===== src/rtl/sort_pkg.sv =====
// Shared types and constants for the sort circuit's memory target.
package sort_pkg;

  localparam int DEF_ADDR_WDTH = 4;
  localparam int DEF_DATA_WDTH = 32;
  localparam int DEF_RESP_WDTH = 1;

  localparam logic RESP_OKAY = 1'b0;
  localparam logic RESP_ERR  = 1'b1;

  typedef enum logic {R_IDLE, R_DATA} rd_state_t;
  typedef enum logic {W_IDLE, W_RESP} wr_state_t;

endpackage


===== src/rtl/sort_mem_lfsr.sv =====
// 8-bit Fibonacci LFSR (taps 8,6,5,4) used to throttle the memory target's readies.
module sort_mem_lfsr #(
  parameter logic [7:0] SEED = 8'hA5
) (
  input  logic       clk,
  input  logic       rst,
  input  logic       en,
  output logic [7:0] q
);

  always_ff @(posedge clk) begin
    if (rst) begin
      q <= SEED;
    end else if (en) begin
      q <= {q[6:0], q[7] ^ q[5] ^ q[4] ^ q[3]};
    end
  end

endmodule


===== src/rtl/sort_mem_slave.sv =====
// Word-addressed memory target for the sorter's AR/R and AW/W/B channels.
// Define SORT_MEM_WAIT_EN to add LFSR-driven backpressure on all readies.
module sort_mem_slave
  import sort_pkg::*;
#(
  parameter int         ADDR_WDTH = DEF_ADDR_WDTH,
  parameter int         DATA_WDTH = DEF_DATA_WDTH,
  parameter int         RESP_WDTH = DEF_RESP_WDTH,
  parameter int         DEPTH     = 16,
  parameter logic [7:0] WAIT_SEED = 8'hA5
) (
  input  logic                 clk,
  input  logic                 rst,
  input  logic                 ar_valid,
  output logic                 ar_ready,
  input  logic [ADDR_WDTH-1:0] ar_address,
  output logic                 r_valid,
  input  logic                 r_ready,
  output logic [DATA_WDTH-1:0] r_data,
  output logic [RESP_WDTH-1:0] r_resp,
  input  logic                 aw_valid,
  output logic                 aw_ready,
  input  logic [ADDR_WDTH-1:0] aw_address,
  input  logic                 w_valid,
  output logic                 w_ready,
  input  logic [DATA_WDTH-1:0] w_data,
  output logic                 b_valid,
  input  logic                 b_ready,
  output logic [RESP_WDTH-1:0] b_resp
);

  localparam logic [ADDR_WDTH:0] DEPTH_L   = (ADDR_WDTH+1)'(DEPTH);
  localparam logic [7:0]         LFSR_SEED = (WAIT_SEED != 8'h00) ? WAIT_SEED : 8'h01;

  function automatic logic in_range(input logic [ADDR_WDTH-1:0] a);
    return {1'b0, a} < DEPTH_L;
  endfunction

  logic [DATA_WDTH-1:0] mem [DEPTH];

  rd_state_t rd_state, rd_next;
  wr_state_t wr_state, wr_next;

  logic                 aw_got, w_got;
  logic [ADDR_WDTH-1:0] aw_addr_q, cur_addr;
  logic [DATA_WDTH-1:0] w_data_q, cur_data;
  logic                 ar_hs, aw_hs, w_hs, commit;
  logic                 rdy_en;

`ifdef SORT_MEM_WAIT_EN
  logic [7:0] lfsr_q;

  sort_mem_lfsr #(.SEED(LFSR_SEED)) u_lfsr (
    .clk (clk),
    .rst (rst),
    .en  (1'b1),
    .q   (lfsr_q)
  );

  assign rdy_en = lfsr_q[0];
`else
  assign rdy_en = (LFSR_SEED != 8'h00);
`endif

  assign ar_ready = !rst && rdy_en && (rd_state == R_IDLE);
  assign aw_ready = !rst && rdy_en && (wr_state == W_IDLE) && !aw_got;
  assign w_ready  = !rst && rdy_en && (wr_state == W_IDLE) && !w_got;
  assign r_valid  = (rd_state == R_DATA);
  assign b_valid  = (wr_state == W_RESP);

  assign ar_hs = ar_valid && ar_ready;
  assign aw_hs = aw_valid && aw_ready;
  assign w_hs  = w_valid && w_ready;

  // A captured half of the write takes priority over the live bus for that half.
  assign cur_addr = aw_got ? aw_addr_q : aw_address;
  assign cur_data = w_got ? w_data_q : w_data;
  assign commit   = (wr_state == W_IDLE) && (aw_got || aw_hs) && (w_got || w_hs);

  always_comb begin
    rd_next = rd_state;
    case (rd_state)
      R_IDLE:  if (ar_hs) rd_next = R_DATA;
      R_DATA:  if (r_ready) rd_next = R_IDLE;
      default: rd_next = R_IDLE;
    endcase
  end

  always_comb begin
    wr_next = wr_state;
    case (wr_state)
      W_IDLE:  if (commit) wr_next = W_RESP;
      W_RESP:  if (b_ready) wr_next = W_IDLE;
      default: wr_next = W_IDLE;
    endcase
  end

  always_ff @(posedge clk) begin
    if (rst) begin
      rd_state <= R_IDLE;
      r_data   <= '0;
      r_resp   <= '0;
    end else begin
      rd_state <= rd_next;
      if (ar_hs) begin
        if (in_range(ar_address)) begin
          r_data <= mem[ar_address];
          r_resp <= RESP_WDTH'(RESP_OKAY);
        end else begin
          r_data <= '0;
          r_resp <= RESP_WDTH'(RESP_ERR);
        end
      end
    end
  end

  always_ff @(posedge clk) begin
    if (rst) begin
      wr_state  <= W_IDLE;
      aw_got    <= 1'b0;
      w_got     <= 1'b0;
      aw_addr_q <= '0;
      w_data_q  <= '0;
      b_resp    <= '0;
    end else begin
      wr_state <= wr_next;
      if (commit) begin
        aw_got <= 1'b0;
        w_got  <= 1'b0;
        b_resp <= in_range(cur_addr) ? RESP_WDTH'(RESP_OKAY) : RESP_WDTH'(RESP_ERR);
      end else begin
        if (aw_hs) begin
          aw_got    <= 1'b1;
          aw_addr_q <= aw_address;
        end
        if (w_hs) begin
          w_got    <= 1'b1;
          w_data_q <= w_data;
        end
      end
    end
  end

  // Storage is deliberately left out of reset so committed data survives it.
  always_ff @(posedge clk) begin
    if (!rst && commit && in_range(cur_addr)) begin
      mem[cur_addr] <= cur_data;
    end
  end

endmodule

===== config.mk =====
export PLATFORM = sky130hd
export DESIGN_NAME = sort_mem_slave
export DESIGN_NICKNAME = d
export VERILOG_FILES = /design/src/rtl/sort_pkg.sv /design/src/rtl/sort_mem_lfsr.sv /design/src/rtl/sort_mem_slave.sv
export SDC_FILE = /design/constraint.sdc
export NUM_CORES = 1
export LEC_CHECK = 0
export CORE_MARGIN = 3
export CORE_UTILIZATION = 50
export DETAILED_ROUTE_END_ITERATION = 12
export DONT_BUFFER_PORTS = 1
export MAX_ROUTING_LAYER = met4
export PLACE_DENSITY_LB_ADDON = 0.05
export SLEW_MARGIN = 20
export SYNTH_ARGS = -nofsm -noshare
export SYNTH_HDL_FRONTEND = slang
export SYNTH_SLANG_ARGS = --single-unit

===== constraint.sdc =====
create_clock -name clk -period 9 [get_ports clk]
set_clock_uncertainty 0.15 [all_clocks]
set_input_delay 2.7 -clock clk [delete_from_list [all_inputs] [get_ports clk]]
set_output_delay 2.7 -clock clk [all_outputs]
set_load 0.01 [all_outputs]

==> Word level (Yosys, flattened, before mapping) <==
Memories as Yosys holds them, arrays and structs flattened. A register that Yosys moved wholly into a read port is not among the register bits.
Index checks and enable logic that the tools add are counted.
{ "classes": {"bitwise_logic": 3, "reduce_logical": 18, "n_mux": 10} }
{ "op_table": {"columns": ["cell", "count"], "rows": [
  ["2-to-1 mux 32 bit", 1],
  ["logical AND 1 bit", 10],
  ["2-to-1 mux 1 bit", 6],
  ["2-to-1 mux 4 bit", 1],
  ["one-hot mux 1 bit (2 select lines)", 2],
  ["AND reduction 2 bit", 2],
  ["zero test 1 bit", 3],
  ["NOT 1 bit", 3],
  ["logical OR 1 bit", 2],
  ["OR reduction 2 bit", 1]
]} }
{ "totals": {"ff_bits": 40, "output_inout_bits": 39, "inputBits": 47, "wordCells": 38, "memories": 1, "mem_bits_rw": 512} }
{ "memory_table": {"columns": ["memory", "words", "width", "read_ports", "rd_clocked_by_memory_dff", "wr", "line_no", "source"], "rows": [
  ["mem", 16, 32, 1, 1, 1, "sort_mem_slave.sv:39", "logic [DATA_WDTH-1:0] mem [DEPTH];"]
]} }

==> Longest topological paths before layout <==
Gate-level depths: netlist of the first run.
{ "logic_depth": {"word_depth": 10, "ltp_mapped": 8, "depth_no_buf": 4} }

==> Least setup slack after synthesis of the first run <==
No wires, ideal clock.
{ "synth_timing": {"path_kind": "input to output", "start": "input rst", "end": "output ar_ready", "t_required_ps": 6150, "path_stages": 3, "n_path_buf": 2, "setup_slack_ps": 2767, "arrival_ps": 3383, "path_cell_list": "clkbuf_1 > buf_1 > nor2_1"} }
{ "synth_between": {"elab_chain_len": 2} }
{ "synth_lines": {"columns": ["item", "line_no", "source"], "rows": [
  ["start, declared", "sort_mem_slave.sv:13", "input logic rst,"],
  ["zero test 1 bit", "sort_mem_slave.sv:65", "assign ar_ready = !rst && rdy_en && (rd_state == R_IDLE);"],
  ["logical AND 1 bit", "sort_mem_slave.sv:65", null],
  ["end, declared", "sort_mem_slave.sv:15", "output logic ar_ready,"]
]} }
No other way between the ends.

==> Worst setup path in the final report of the first run <==
{ "layout_timing": {"start": "input rst", "end": "output aw_ready"} }
{ "layout_between": {"elab_chain_len": 3} }
{ "layout_lines": {"columns": ["item", "line_no", "source"], "rows": [
  ["zero test 1 bit", "sort_mem_slave.sv:66", "assign aw_ready = !rst && rdy_en && (wr_state == W_IDLE) && !aw_got;"],
  ["logical AND 1 bit (2 in a row)", "sort_mem_slave.sv:66", null],
  ["end, declared", "sort_mem_slave.sv:22", "output logic aw_ready,"]
]} }
No other way between the ends.

==> impl_results.md, run 1 <==
- Min-Delay Path Class: reg2reg
- Worst relative slew slack: 23.57%
- Dpl cells: about 1700
- Pint: around 4400 µW
- Clock buffer count from CTS: 59
- Syn Std Cell Area: 22560 µm²
- Crit path DAT: 3.03 ns
- TNS Setup: 0 ns
- Initial core utilization: 50.80%
- Psw: 1146 µW
- GR Util met3: 3.893%
- Power density over cell area: between 200 and 250 nW/µm²
- Layout cells sized above 1: a little under a quarter
- Via density: 5.885
- Skew-Pair Late Insertion Delay: 0.61 ns
- Layout Nets: ~1200
- IO Port Bufs: 0
- Clk pwr share: 41.6%
- Slew @ Worst Pin: 1.146 ns
- IO Count: 86
- Post-CTS setup buffers: 0
- Global routing usage on met2: 31.63%
- Crit path max-delay family: simple AND/OR/NAND/NOR gates
- Reg-to-Reg End: mem[0][10]$_DFFE_PP_
- Post-synth ARST share: 0%
- Comb power frac: 4.1%
- Worst r2r path cells: 5
- # diodes: 0
- Syn avg cell area: ~19 µm²
- Clk slew on worst S/H paths: 0.06 ns
- Dpl hpwl: around 25000 µm
- Hold Buf Count CTS: 0
- Post-synthesis sequential element count: 584
- Gr busiest metal: met1
- Worst-path fanout max: between 40 and 50
- Status: finished, final reports clean
- Routability congestion estimate: 0.6992
- Startpoint of the worst hold path: w_data_q[24]$_SDFFE_PP0P_
- Final Max Tran Viols: 0
- Num Clock Sinks: 584
- Max rail drop VDD: 141.0 µV
- Sequential share of the synthesized area: 74.53%
- Worst setup EP type: output port
- Drt initial violations: between 800 and 900
- Ys flop type: edfxtp_1
- FMAX: around 0.17 GHz
- R2r setup slk: between 4 and 5 ns
- Max cap viols: 0
- Root buf cell: clkbuf_16
- Full die area: about 48000 µm²
- DRT Wirelength: about 48000 µm
- Area grow syn2layout: 11.15%
- Pre-antenna DRT Iters: 5
- TritonCTS clock tree: yes
- Seq pwr share: 54.3%
- Period minus WS final: 5.882 ns
- Final hold vios: 0
- Pin count of the biggest net entering global routing: 144
- Grt ovf: 0
- GR Util met1: 31.68%
- Initial antenna violation count: 0
- Final setup violation count: 0
- CP peak stage delay: 0.33 ns
- Post-layout instance count excluding filler cells: 1836
- RSZ-0062 raised after global routing: no
- Leading cell types in the layout, fill and taps excluded: 512 x edfxtp_1, 103 x nand2_1, 74 x mux4_2, 71 x dfxtp_1, 68 x mux2i_1
- Worst setup path start: rst
- Hold Crit Depth: 2
- Sw Share: 20.50%
- Crit share post-route: 65.35%
- Syn Inst Count: 1186
- Leak: 0.008156 µW
- Site Rows: 77
- CP Launch Type: input port
- Die width: between 200 and 250 µm
- DRC errors left: 0
- Post-route ant nets: 0
- Die Y: 218.4 µm
- Worst r2r src: w_got$_SDFFE_PP0P_
- Distinct cells, synth: 41
- Overall track demand over capacity in global routing: 21.55%
- First-pass GRT wire length: 73040 µm
- Number of flops mapped to enable cells by yosys: 512
- PostCTS Resize Cnt: 0
- Vias post-DR: 10800
- CP max-delay cell: nor3_2
- Wire length per cell: 26.34 µm
- WP buf/inv: 0
- H-tree levels: 2
- Synth warnings: 0
- Bufs on Longest Clock Path: 3
- Core area: roughly 44000 µm²
- Worst Path Class, Setup: in2out
- Vias in the first global route: 11200
- CP required: 6.15 ns
- Hold worst-path end: w_data_q[24]$_SDFFE_PP0P_
- Commonest non-fill, non-tap cell in the layout: edfxtp_1
- Crit path cell chain: nor3_2
how the worst max path moves through the flow:
stage	to	slack, ns	cells past startpoint
6_report	aw_ready	3.12	1
5_1_grt	aw_ready	3.12	1
4_1_cts	aw_ready	3.13	1
3_5_place_dp	mem[4][13]$_DFFE_PP_	3.12	5
3_3_place_gp	aw_ready	3.16	1
2_1_floorplan	ar_ready	2.77	3
per-layer routing:
layer	vias to the layer above	share of wire, %
li1	4801	-
met1	5678	46
met2	256	46
met3	69	5.9
met4	0	1.9
met5	-	0
metrics by stage:
step	power, µW	setup slack (ns)	area [µm²]	utilization [%]	hold WS, ns
floorplan	3284	2.767	22570	-	0.2829
global placement	3320	3.160	23220	52.27	0.2823
detailed placement	3325	3.119	23220	52.27	0.2890
CTS	5648	3.132	25080	56.47	0.2981
global route	5797	3.120	25080	56.47	0.3109
finish	5591	3.118	25080	56.47	0.2929
synthesized netlist by cell type, types with 2 or more instances:
library cell    n  area, µm²
edfxtp_1      512      15370
inv_1           5      18.77
o21ai_0         2      10.01
o211ai_1       32      240.2
dfxtp_1        72       1441
buf_8           2      30.03
clkbuf_1       29      108.9
buf_2          23      115.1
a22oi_1        51      382.9
o22ai_1         2      12.51
buf_6           6      67.56
nor2b_1         4      25.02
buf_1           7      26.28
mux4_2         74       1667
a22oi_2        13      162.7
a21oi_1        34      170.2
mux2i_1        68      680.7
nor2_1         32      120.1
nand2_1       103      386.6
mux4_1         22      578.1
nor3_1          3      15.01
mux2_2         64      720.7
nand3_1         3      15.01
buf_4           6      45.04
cell type report:
type | instances | area (µm²)
fill | 3371 | 19330
tap | 592 | 740.7
timing repair buffer | 20 | 150.1
clock buffer | 91 | 1728
clock inverter | 20 | 135.1
sequential | 584 | 16820
inverter | 5 | 18.77
multi-input combinational | 524 | 5489
state kept, by name (all words and copies together), names as in the netlist:
register	flops
r_data	32
mem	512
w_data_q	32
aw_addr_q	4
aw_got	1
r_valid	1
w_got	1
b_valid	1
power by group through the flow:
stage / clock (µW) / sequential (µW) / combinational [µW]
after floorplan: 0 / 3080 / 206
after global placement: 0 / 3090 / 227
after detailed placement: 0 / 3090 / 231
after CTS: 2380 / 3040 / 231
after global routing: 2510 / 3040 / 249
final: 2330 / 3040 / 227
kinds of logic after synthesis:
group | Yosys count | synth area share, %
mux | 228 | 16.16
other cells | 1 | 0.01662
compound gates | 141 | 4.597
buf+inv | 79 | 1.913
simple gates | 153 | 2.789
flops | 584 | 74.53
No activity file was read; power rests on OpenSTA's default activity.
==> run 2, diff against run 1 <==
==> constraint.sdc (replaced) <==
create_clock -name clk -period 4.8 [get_ports clk]
set_clock_uncertainty 0.15 [all_clocks]
set_input_delay 1.44 -clock clk [delete_from_list [all_inputs] [get_ports clk]]
set_output_delay 1.44 -clock clk [all_outputs]
set_load 0.01 [all_outputs]
==> run 2 against run 1 <==
  * Setup slack lost 1.7 ns
  * Worst hold slack better by 0.0023 ns
  * Flip-flop and latch count is the same
  * Core utilization increased by 0.28 points
  * Via count is 1.6% higher
  * Final cell count is 0.33% higher
  * Clock-buffer cell count down 4
  * Global-route usage is 0.75 points higher
  * Clock power rose by 90%
  * Sequential power grew 87%
  * Sequential share of layout area down 0.34 points
  * Critical endpoint unchanged
  * Largest power group unchanged
==> impl_results.md, run 2 (synthesized netlist as in run 1, its figures left out) <==
- TritonCTS clock tree: yes
- Fin area: 25210 µm²
- Reg-to-Reg End: mem[2][7]$_DFFE_PP_
- Core area: 44410 µm²
- Post-route ant nets: 0
- Worst setup EP type: output port
- Clk slew on worst S/H paths: 0.06 ns
- Max cap viols: 0
- Root buf cell: clkbuf_16
- H-tree levels: 2
- Final hold vios: 0
- Crit path depth: 1
- Grt ovf: 0
- IO Port Bufs: 0
- Die Y: 218.4 µm
- Initial antenna violation count: 0
- Final Max Tran Viols: 0
- CP max-delay cell: nor3_2
- Sw Share: 20.87%
- Post-CTS setup buffers: 0
- Worst-path fanout max: between 40 and 50
- Overall track demand over capacity in global routing: 22.30%
- Layout cells sized above 1: 22.72%
- Hold_ws: approximately 0.30 ns
- Commonest non-fill, non-tap cell in the layout: edfxtp_1
- Vias post-DR: 10980
- Cell Area, Placed: 23350 µm²
- Pre-antenna DRT Iters: 5
- Crit path cell chain: nor3_2
- TNS Setup: 0 ns
- Setup crit end: aw_ready
- Wire length per cell: approximately 27 µm
- PostCTS Resize Cnt: 0
- PnR Total Power: between 10000 and 15000 µW
- Initial core utilization: 50.80%
- Skew-Pair Late Insertion Delay: 0.61 ns
- # diodes: 0
- Via density: 5.959
- Max rail drop VDD: 301.0 µV
- Dpl hpwl: 28060 µm
- Crit share post-route: 70.09%
- Comb power frac: 4.5%
- Clock buffer count from CTS: 59
- Max reg flops: between 500 and 600
- Leak: 0.008198 µW
- Setup WS post-layout: 1.436 ns
- Num Clock Sinks: 584
- DRT Wirelength: 50500 µm
- First-pass GRT wire length: 74990 µm
- Worst r2r path cells: 5
- Layout fillers: 3357
- Power density over cell area: 419.7 nW/µm²
- Final setup violation count: 0
- Hold Crit Depth: 2
- Crit path max-delay family: simple AND/OR/NAND/NOR gates
- Slew @ Worst Pin: 1.080 ns
- Pin count of the biggest net entering global routing: 144
- CP required: ~3.2 ns
- Clk pwr share: 41.8%
- Die width: 218.4 µm
- RSZ-0062 raised after global routing: no
- Worst Path Class, Setup: in2out
- DP Worst Slack: 0.8353 ns
- Leading cell types in the layout, fill and taps excluded: 512 x edfxtp_1, 103 x nand2_1, 74 x mux4_2, 71 x dfxtp_1, 68 x mux2i_1
- Pint: 8371 µW
- Psw: 2208 µW
- Worst relative slew slack: 27.67%
- Min-Delay Path Class: reg2reg
- Worst setup path start: rst
- CP peak stage delay: 0.33 ns
- Drt initial violations: roughly 890
- Worst r2r src: aw_got$_SDFFE_PP0P_
- Vias in the first global route: around 11000
- FMAX: 0.2972 GHz
- Crit path DAT: between 1.5 and 2 ns
- Area grow syn2layout: 11.71%
- Biggest regs: mem (512), r_data (32), w_data_q (32)
- Seq pwr share: 53.7%
- Site Rows: a little under 80
- WP buf/inv: 0
- Period minus WS final: 3.364 ns
- Status: finished, final reports clean
- Biggest register: mem
- DRC errors left: 0
- CP Launch Type: input port
- Full die area: 47710 µm²
- Hold Buf Count CTS: 0
- R2r setup slk: 1.55 ns
- Bufs on Longest Clock Path: 3
- Routability congestion estimate: 0.7253
- IO Count: 86
- Layout Nets: 1246
## run 2: cell types whose count changed in the layout (fill, tap and decap cells not counted), moves of 2 or more
cell / change
buf_12: +8
buf_4: -3
bufinv_16: +3
clkbuf_1: +4
clkbuf_8: -7
clkinv_1: -2
clkinv_2: +3
inv_6: +2
## run 2: layout make-up
type	count	area (µm²)	share of cell area (%)
Clock inverter	25	235.2	0.9332
Clock buffer	87	1622	6.433
Sequential cell	584	16820	66.72
Tap cell	592	740.7	2.939
Inverter	5	18.77	0.07446
Multi-Input combinational cell	524	5484	21.76
Timing Repair Buffer	25	287.8	1.142
## run 2: how the worst min path moves through the flow
stage | startpoint | to | slack [ns]
2_1_floorplan | w_data_q[0]$_SDFFE_PP0P_ | w_data_q[0]$_SDFFE_PP0P_ | 0.28
3_3_place_gp | w_data_q[3]$_SDFFE_PP0P_ | w_data_q[3]$_SDFFE_PP0P_ | 0.28
3_5_place_dp | w_data_q[24]$_SDFFE_PP0P_ | w_data_q[24]$_SDFFE_PP0P_ | 0.29
4_1_cts | w_data_q[24]$_SDFFE_PP0P_ | w_data_q[24]$_SDFFE_PP0P_ | 0.30
5_1_grt | w_data_q[28]$_SDFFE_PP0P_ | w_data_q[28]$_SDFFE_PP0P_ | 0.31
6_report | w_data_q[24]$_SDFFE_PP0P_ | w_data_q[24]$_SDFFE_PP0P_ | 0.30
## run 2: routing by layer
| layer | GRT usage [%] | up-vias | wire [µm] |
|---|---|---|---|
| li1 | - | 4822 | - |
| met1 | 32.68 | 5789 | 23250 |
| met2 | 33.00 | 297 | 23340 |
| met3 | 3.712 | 68 | 2927 |
| met4 | 5.806 | 0 | 981 |
| met5 | - | - | 0 |
## run 2: worst register-to-register path: stages, from the launching register on
cell,delay (ns)
dfxtp_1,0.70
nor2_1,0.13
nor4_1,0.63
nand2_1,0.43
nor2_4,0.64
buf_12,0.27
## run 2: through the flow
stage	std cells	util, %
6_report	1842	56.75
2_1_floorplan	1187	-
5_1_grt	1842	56.75
3_5_place_dp	1730	52.57
3_3_place_gp	1730	52.57
4_1_cts	1842	56.75
## run 2: power by group through the flow
| stage | clock network (µW) | logic [µW] | registers [µW] |
|---|---|---|---|
| after detailed placement | 0 | 480 | 5790 |
| after floorplan | 0 | 386 | 5770 |
| after CTS | 4520 | 482 | 5680 |
| final | 4420 | 476 | 5680 |
| after global placement | 0 | 472 | 5790 |
| after global routing | 4720 | 516 | 5690 |
